===== config.mk =====
export PLATFORM = sky130hd
export DESIGN_NAME = page_reader
export DESIGN_NICKNAME = d
export VERILOG_FILES = /design/src/rtl/page_reader.sv
export SDC_FILE = /design/constraint.sdc
export NUM_CORES = 1
export LEC_CHECK = 0
export BUFFER_PORTS_ARGS = -buffer_cell sky130_fd_sc_hd__buf_2
export CAP_MARGIN = 20
export CORE_ASPECT_RATIO = 2
export CORE_MARGIN = 4
export CORE_UTILIZATION = 54
export CTS_CLUSTER_SIZE = 14
export DETAILED_ROUTE_END_ITERATION = 12
export PLACE_DENSITY = 0.84
export SKIP_LAST_GASP = 1
export SLEW_MARGIN = 20
export SYNTH_ARGS = -nofsm -noshare
export SYNTH_HDL_FRONTEND = slang
export SYNTH_SLANG_ARGS = --single-unit

===== constraint.sdc =====
create_clock -name clock -period 7.7 [get_ports clock]
set_clock_uncertainty 0.15 [all_clocks]
set_input_delay 0.385 -clock clock [delete_from_list [all_inputs] [get_ports clock]]
set_output_delay 0.385 -clock clock [all_outputs]
set_load 0.02 [all_outputs]

===== src/rtl/page_reader.sv =====
// Page reader: fetches one page over Avalon-MM bursts into an output FIFO and streams it out.
// Optional macro PAGE_READER_AUTO_ADVANCE_EN adds a 'run' input for back-to-back page reads.
module page_reader #(
   parameter int unsigned AW         = 16,
   parameter int unsigned DW         = 64,
   parameter int unsigned MAX_BURST  = 4,
   parameter int unsigned PAGE_COUNT = 4,
   parameter int unsigned PAGE_SIZE  = 64,
   parameter int unsigned FIFO_DEPTH = 8,
   localparam int unsigned PCW = (PAGE_COUNT > 1) ? $clog2(PAGE_COUNT) : 1,
   localparam int unsigned BCW = $clog2(MAX_BURST) + 1
) (
   input  logic           clock,
   input  logic           reset_n,
   input  logic           start,
   input  logic [PCW-1:0] start_page,
`ifdef PAGE_READER_AUTO_ADVANCE_EN
   input  logic           run,
`endif
   output logic [PCW-1:0] page_number,
   output logic [AW-1:0]  bus_address,
   output logic           bus_read,
   output logic           bus_write,
   output logic [BCW-1:0] bus_burstcount,
   input  logic           bus_waitrequest,
   input  logic           bus_readdatavalid,
   input  logic [DW-1:0]  bus_readdata,
   output logic [DW-1:0]  out_data,
   output logic           out_valid,
   output logic           out_last,
   input  logic           out_ready,
   output logic           busy,
   output logic           done
);

   localparam int unsigned WCW = $clog2(PAGE_SIZE + 1);
   localparam int unsigned PW  = (FIFO_DEPTH > 1) ? $clog2(FIFO_DEPTH) : 1;
   localparam int unsigned CW  = $clog2(FIFO_DEPTH + 1);

   typedef enum logic [1:0] {StIdle, StReq, StResp, StDrain} state_e;

   state_e         state_q, state_d;
   logic [PCW-1:0] page_q, page_d;
   logic [WCW-1:0] words_req_q, words_req_d;
   logic [BCW-1:0] beats_left_q, beats_left_d;
   logic [WCW-1:0] pop_cnt_q, pop_cnt_d;
   logic [PW-1:0]  wr_ptr_q, wr_ptr_d, rd_ptr_q, rd_ptr_d;
   logic [CW-1:0]  fifo_cnt_q, fifo_cnt_d;
   logic [DW-1:0]  mem_q [FIFO_DEPTH];

   logic [WCW-1:0] remaining;
   logic [BCW-1:0] burst_len;
   logic [CW-1:0]  free_words;
   logic           cmd_go, cmd_accept, push, pop, last_word, page_done;

   always_comb begin
      remaining  = WCW'(PAGE_SIZE) - words_req_q;
      burst_len  = (32'(remaining) > MAX_BURST) ? BCW'(MAX_BURST) : BCW'(remaining);
      free_words = CW'(FIFO_DEPTH) - fifo_cnt_q;
      // Reserve FIFO space for the whole burst so readdatavalid can never meet a full FIFO.
      cmd_go     = (state_q == StReq) &&
                   (32'(free_words) >= 32'(beats_left_q) + 32'(burst_len));
      cmd_accept = cmd_go && !bus_waitrequest;
      push       = (state_q == StResp) && bus_readdatavalid;
      pop        = (fifo_cnt_q != '0) && out_ready;
      last_word  = (fifo_cnt_q != '0) && (pop_cnt_q == WCW'(PAGE_SIZE - 1));
      page_done  = (state_q == StDrain) && pop && last_word;
   end

   always_ff @(posedge clock or negedge reset_n) begin
      if (!reset_n) begin
         state_q      <= StIdle;
         page_q       <= '0;
         words_req_q  <= '0;
         beats_left_q <= '0;
         pop_cnt_q    <= '0;
         wr_ptr_q     <= '0;
         rd_ptr_q     <= '0;
         fifo_cnt_q   <= '0;
      end else begin
         state_q      <= state_d;
         page_q       <= page_d;
         words_req_q  <= words_req_d;
         beats_left_q <= beats_left_d;
         pop_cnt_q    <= pop_cnt_d;
         wr_ptr_q     <= wr_ptr_d;
         rd_ptr_q     <= rd_ptr_d;
         fifo_cnt_q   <= fifo_cnt_d;
      end
   end

   always_ff @(posedge clock) begin
      if (push) mem_q[wr_ptr_q] <= bus_readdata;
   end

   always_comb begin
      state_d      = state_q;
      page_d       = page_q;
      words_req_d  = words_req_q;
      beats_left_d = beats_left_q;
      pop_cnt_d    = pop ? pop_cnt_q + 1'b1 : pop_cnt_q;
      wr_ptr_d     = push ? wr_ptr_q + 1'b1 : wr_ptr_q;
      rd_ptr_d     = pop ? rd_ptr_q + 1'b1 : rd_ptr_q;
      fifo_cnt_d   = fifo_cnt_q + CW'(push) - CW'(pop);
      unique case (state_q)
         StIdle: begin
            if (start) begin
               page_d      = start_page;
               words_req_d = '0;
               pop_cnt_d   = '0;
               state_d     = StReq;
            end
         end
         StReq: begin
            if (cmd_accept) begin
               words_req_d  = words_req_q + WCW'(burst_len);
               beats_left_d = burst_len;
               state_d      = StResp;
            end
         end
         StResp: begin
            if (push) begin
               beats_left_d = beats_left_q - 1'b1;
               if (beats_left_q == BCW'(1)) begin
                  state_d = (words_req_q < WCW'(PAGE_SIZE)) ? StReq : StDrain;
               end
            end
         end
         StDrain: begin
            if (page_done) begin
               state_d = StIdle;
`ifdef PAGE_READER_AUTO_ADVANCE_EN
               if (run) begin
                  page_d      = (page_q == PCW'(PAGE_COUNT - 1)) ? '0 : page_q + 1'b1;
                  words_req_d = '0;
                  pop_cnt_d   = '0;
                  state_d     = StReq;
               end
`endif
            end
         end
      endcase
   end

   always_comb begin
      bus_read       = cmd_go;
      bus_write      = 1'b0;
      bus_address    = cmd_go ? AW'(32'(words_req_q) * (DW / 8)) : '0;
      bus_burstcount = cmd_go ? burst_len : '0;
      page_number    = page_q;
      out_valid      = (fifo_cnt_q != '0);
      out_data       = mem_q[rd_ptr_q];
      out_last       = last_word;
      busy           = (state_q != StIdle);
      done           = page_done;
   end

   fifo_no_overflow_a : assert property (@(posedge clock) disable iff (!reset_n)
      !(bus_readdatavalid && (fifo_cnt_q == CW'(FIFO_DEPTH))));

endmodule


### After elaboration in Yosys (flattened, before gate mapping)

Memories as Yosys holds them, arrays and structs flattened.
Index checks and enable logic that the tools add are counted.

| storage, ports and cells | value |
|---|---|
| RAM bits | 512 |
| memories kept | 1 |
| bits in registers | 31 |
| input port bits | 72 |
| logic and storage cells | 70 |

Memory list:

| memory | depth | width | read ports | clocked after Yosys merged registers in | wr ports | line | RTL |
|---|---|---|---|---|---|---|---|
| mem_q | 8 | 64 | 1 | 0 | 1 | 49 | `logic [DW-1:0] mem_q [FIFO_DEPTH];` |

| cells by class | value |
|---|---|
| reduce and logical (&&, ||, !) cells | 17 |
| multiplexer cells | 21 |
| $add $sub $neg | 10 |
| eq/ne operators | 10 |
| magnitude comparators | 3 |

Operators by type and width:

| operator | number |
|---|---|
| 7-bit 2-to-1 mux | 5 |
| 7-bit one-hot mux with 2 select lines | 1 |
| 2-bit 2-to-1 mux | 6 |
| 3-bit 2-to-1 mux | 4 |
| 10-bit 2-to-1 mux | 1 |
| 2-bit inequality test, second input constant | 4 |
| 2-bit one-hot mux with 4 select lines | 1 |
| 7-bit by 1-bit adder with 7-bit output, second input constant | 1 |
| 7-bit by 3-bit adder with 7-bit output | 1 |
| 7-bit by 6-bit equality test with 1-bit output, second input constant | 1 |
| 7-bit by 3-bit greater-than comparator with 1-bit output, second input constant | 1 |
| 1-bit logical AND | 7 |
| 7-bit < comparator, second input constant | 1 |
| 7-bit subtractor, first input constant | 1 |
| 3-bit by 1-bit adder with 3-bit output, second input constant | 2 |
| 3-bit one-hot mux with 2 select lines | 1 |
| 3-bit AND reduction | 2 |
| 2-bit nonzero test | 3 |
| 5-bit AND reduction | 1 |
| 3-bit by 3-bit adder with 4-bit output | 1 |
| 4-bit by 1-bit adder with 4-bit output | 1 |
| 2-bit equality test, second input constant | 2 |
| 4-bit greater-or-equal comparator | 1 |
| 4-bit nonzero test | 1 |
| 10 further kinds | 11 |

### Depth between registers and ports, before layout

| depth | value |
|---|---|
| word-level depth | 9 |
| mapped depth | 19 |
| gate-level depth less buffers | 18 |

### Least setup slack after synthesis

Ideal clock, no wire load.

| timing | value |
|---|---|
| path type | register to register |
| from | reg state_q[0] |
| to | mem mem_q[0][0], enable pin |
| arrival | 7.310 ns |
| cell stages (with the launch flop) | 6 |
| period minus slack after synthesis | 8.104 ns |
| slack | -0.404 ns |
| data required time | 6.906 ns |
| buffers on the path | 1 |
| cell sequence | dfrtp_1 and2b_2 and2_1 clkbuf_1 clkinv_1 nor4_1 |

| between the ends | value |
|---|---|
| cells in the longest elaborated chain, start to end | 4 |

RTL lines:

| what | line | RTL |
|---|---|---|
| start: declaration | 42 | `state_e state_q, state_d;` |
| start signal: assignment | 72 | `state_q <= StIdle;` |
| start signal: assignment | 81 | `state_q <= state_d;` |
| 2-bit equality test | 64 | `push = (state_q == StResp) && bus_readdatavalid;` |
| 1-bit logical AND | 64 |  |
| 1-bit 2-to-1 mux | 93 | `if (push) mem_q[wr_ptr_q] <= bus_readdata;` |
| 1-bit 2-to-1 mux (not written as such) | 93 |  |
| end: declaration | 49 |  |

No other way between the ends.

### Final worst setup path

| timing | value |
|---|---|
| from | reg words_req_q[1] |
| to | out bus_burstcount[0] |

| between the ends | value |
|---|---|
| cells in the longest elaborated chain, start to end | 7 |

RTL lines:

| what | line | RTL |
|---|---|---|
| start: declaration | 44 | `logic [WCW-1:0] words_req_q, words_req_d;` |
| start signal: assignment | 83 | `words_req_q <= words_req_d;` |
| 7-bit subtractor * | 57 | `remaining = WCW'(PAGE_SIZE) - words_req_q;` |
| 7-bit by 3-bit greater-than comparator with 1-bit output | 58 | `burst_len = (32'(remaining) > MAX_BURST) ? BCW'(MAX_BURST) : BCW'(remaining);` |
| 3-bit 2-to-1 mux * | 58 |  |
| 3-bit by 3-bit adder with 4-bit output | 62 | `(32'(free_words) >= 32'(beats_left_q) + 32'(burst_len));` |
| 4-bit greater-or-equal comparator | 62 |  |
| 1-bit logical AND | 61 | `cmd_go = (state_q == StReq) &&` |
| 3-bit 2-to-1 mux * | 149 | `bus_burstcount = cmd_go ? burst_len : '0;` |
| end: declaration | 24 | `output logic [BCW-1:0] bus_burstcount,` |

Mark *: on every way between the ends. The rest lies on a longest branch, timed or not.

==> results by group <==
Floorplanning
  – IO Pins: 163
  – Die area: approximately 43000 um2
  – Core footprint: 39400 um2
  – Die Y: a little under 300 um
  – Starting Density: approximately 54%
  – Std-Cell Rows: a little over 100
  – Die X: ~150 um

CTS
  – Clock Sinks: roughly 540
  – CTS tree: done
  – Clk buf depth: 3
  – CTS buffer count: between 40 and 50
  – Clock transition at path regs: 0.07 ns
  – Root Driver: clkbuf_16
  – Skew-Pair Late Insertion Delay: between 0.5 and 0.6 ns
  – Htree depth: 2

Finish
  – Area occupied by multi-input gates: 5060 um2
  – Register area: roughly 16000 um2
  – Fin cells: 1796
  – Fill cell count: 2694
  – Final net count: between 1000 and 1500
  – Fin util: 63.0%
  – Layout area overhead: 15.8%
  – Share of cells above drive strength 1: approximately a third

Drt
  – Iteration-0 DRC Markers: about 820
  – Drt drc: 0
  – Wire length on met3: approximately 2300 um
  – Vias per inst: around 5.8
  – Total routed wirelength: ~42000 um
  – WL met2: about 23000 um
  – Routed Antenna Nets: 0
  – Max layer used: met4
  – Drt pass-1 iters: 5
  – Vias: 10400
  – Metal-1 WL: approximately 16000 um
  – WL per Instance: around 23 um

Yosys
  – Area fraction of the dominant cell type after synthesis: ~72%
  – Most frequent cell after synthesis: edfxtp_1
  – Post-synth EDFFs: between 500 and 600
  – Most frequent cells after synthesis: edfxtp_1, mux4_2, mux2_2
  – Synthesized flop and latch total: between 500 and 600
  – Post-Syn Area: roughly 21000 um2
  – Cell taking the most area after synthesis: edfxtp_1
  – Avg Inst Size Synth: ~21 um2
  – Post-synthesis sequential area ratio: about 75%
  – Yosys warns: 0
  – Area contributors post-synth: edfxtp_1, mux4_2, dfrtp_1
  – Post-Synthesis Cells: between 1000 and 1500
  – Synth Flop Type: edfxtp_1
  – Distinct cells, synth: 58
  – Asr flop ratio synth: under 10%

Hold path
  – Hold Path End: words_req_q[5]$_DFFE_PN0P_
  – Hold depth: 4
  – Min-delay worst type: input pin to flip-flop
  – Hold Path Origin: bus_waitrequest

Global route
  – Initial antenna violation count: 2
  – Number of global-route vias before repair: 11500
  – Largest net degree at the start of global routing: 54
  – Total track usage: 20.1%
  – First-pass GRT wire length: roughly 66000 um
  – Gr ovfl total: 0

Setup path
  – CP startpoint kind: flip-flop
  – Delay-heaviest family, CP: compound AO/OA/AOI/OAI gates
  – CP required: approximately 7 ns
  – Setup crit end kind: primary output
  – Arrival time of the worst setup path: around 5.3 ns
  – Crit-path max FO: 10
  – Reg2reg end: words_req_q[6]$_DFFE_PN0P_
  – R2r startpoint: words_req_q[1]$_DFFE_PN0P_
  – Max incr delay on CP: 0.86 ns
  – Slowest-stage cell, CP: a211oi_1
  – Worst path cell trace: inv_1, ha_1, nor2b_1, nand2_1, or3_1, a21oi_2, nand2_1, inv_1, ha_1, fa_1, inv_1, ha_1, o21ai_0, a211oi_1, and2_1, and2_1, buf_2
  – Buf/Inv on CP: 4
  – CP Class: flip-flop to primary output
  – R2R Setup Slk: approximately 2.7 ns
  – Reg2reg path depth: 17

STA
  – Unrepaired setup endpoints after global routing: false
  – Max Slew Vio Count: 0
  – Setup violators final: 0
  – Minimum clock period: a little under 6 ns
  – Final hold violation count: 0
  – Tcrit/Tclk final: ~76%
  – Fmax: around 170 MHz
  – Max_slew headroom: approximately a quarter
  – Setup TNS: 0 ns
  – Worst slew pin tran: between 1 and 1.5 ns

Power and ir drop
  – Leak Pwr: approximately 0.0084 uW
  – Power per cell area: around 330 nW/um2
  – Maximum VDD drop: approximately 0.00028 V

Run
  – Max cap viols: 0

Place
  – Detailed placement HPWL: between 20000 and 25000 um
  – Dpl cells: between 1500 and 2000
  – Port Buffers: 152
  – RD Place Congestion: about 0.85

Outcome
  – Status: finished, final reports clean
## repair_timing
item / CTS / global route
hold endpoints to repair: 545 / 0
buffers inserted: 0 / 0
resized for setup: 0 / 0
hold buffers: 67 / 0
## cell type report
class | count | share of cell area, %
diodes | 2 | 0.0201
well taps | 525 | 2.64
flip-flops and latches | 543 | 65.0
clock inverters | 7 | 0.146
clock buffers | 65 | 5.04
multi-input cells | 394 | 20.4
inverters | 21 | 0.317
repair buffers | 239 | 6.46
## worst max-delay path by stage
stage | to | cells past startpoint | startpoint
global route | bus_burstcount[0] | 17 | words_req_q[1]$_DFFE_PN0P_
floorplan | mem_q[2][0]$_DFFE_PP_ | 5 | state_q[0]$_DFFE_PN0P_
CTS | bus_burstcount[0] | 17 | words_req_q[1]$_DFFE_PN0P_
detailed placement | bus_burstcount[0] | 17 | words_req_q[1]$_DFFE_PN0P_
finish | bus_burstcount[0] | 17 | words_req_q[1]$_DFFE_PN0P_
global placement | bus_burstcount[0] | 17 | words_req_q[1]$_DFFE_PN0P_
## stage by stage
stage	worst slack, ns	total power [uW]	hold slack (ns)	cell area [um2]
global route	1.43	8700	0.101	24900
finish	1.85	8280	0.0941	24900
CTS	1.96	8370	0.0525	24800
global placement	2.76	6230	0.313	22900
detailed placement	2.59	6280	0.323	22900
floorplan	1.32	5540	-0.0606	21500
## state kept, by name (all words and copies together), names as in the netlist
name	flops
words_req_q	7
pop_cnt_q	7
rd_ptr_q	3
mem_q	512
wr_ptr_q	3
fifo_cnt_q	4
beats_left_q	3
state_q	2
page_number	2
## metal layers
layer / global-route usage, % / up-vias
li1: - / 4556
met1: 26.0 / 5472
met2: 34.9 / 339
met3: 3.00 / 78
met4: 6.66 / 0
met5: 0 / -
## cell usage in the layout (no fill, tap or decap), types with 5 or more instances in the layout
cell type,n
mux4_2,128
dfrtp_1,28
nand3_1,6
a21oi_1,9
nand2b_1,5
buf_2,152
dlygate4sd3_1,67
clkbuf_1,17
mux2_2,65
clkbuf_16,47
edfxtp_1,512
nand2_1,31
ha_1,21
o21ai_0,9
clkinv_1,6
inv_1,20
conb_1,10
and2_1,11
xnor2_1,10
xor2_1,6
nor2_1,20
buf_4,18
## worst min-delay path, stage by stage
cell	delay (ns)
buf_2	0.11
a2111oi_4	0.07
o211ai_2	0.10
o31ai_1	0.07
## power by group
| part | internal (uW) | switching [uW] |
|---|---|---|
| Clock | 1120 | 949 |
| Sequential | 3360 | 207 |
| Combinational | 1240 | 1400 |
## logic make-up (layout without fill, tap and decap cells)
group	Yosys count	in the layout	synth area share [%]
flip-flops	543	543	75.2
multiplexers	195	195	16.9
AND/OR/NAND/NOR	104	104	2.49
buffers and inverters	74	332	1.64
AO/OA/AOI/OAI	45	45	1.54
adder cells (fa/ha/maj)	24	24	1.50
XOR/XNOR	16	16	0.653
other	1	12	0.0175
Note: power is estimated with default switching activity, not from simulation.
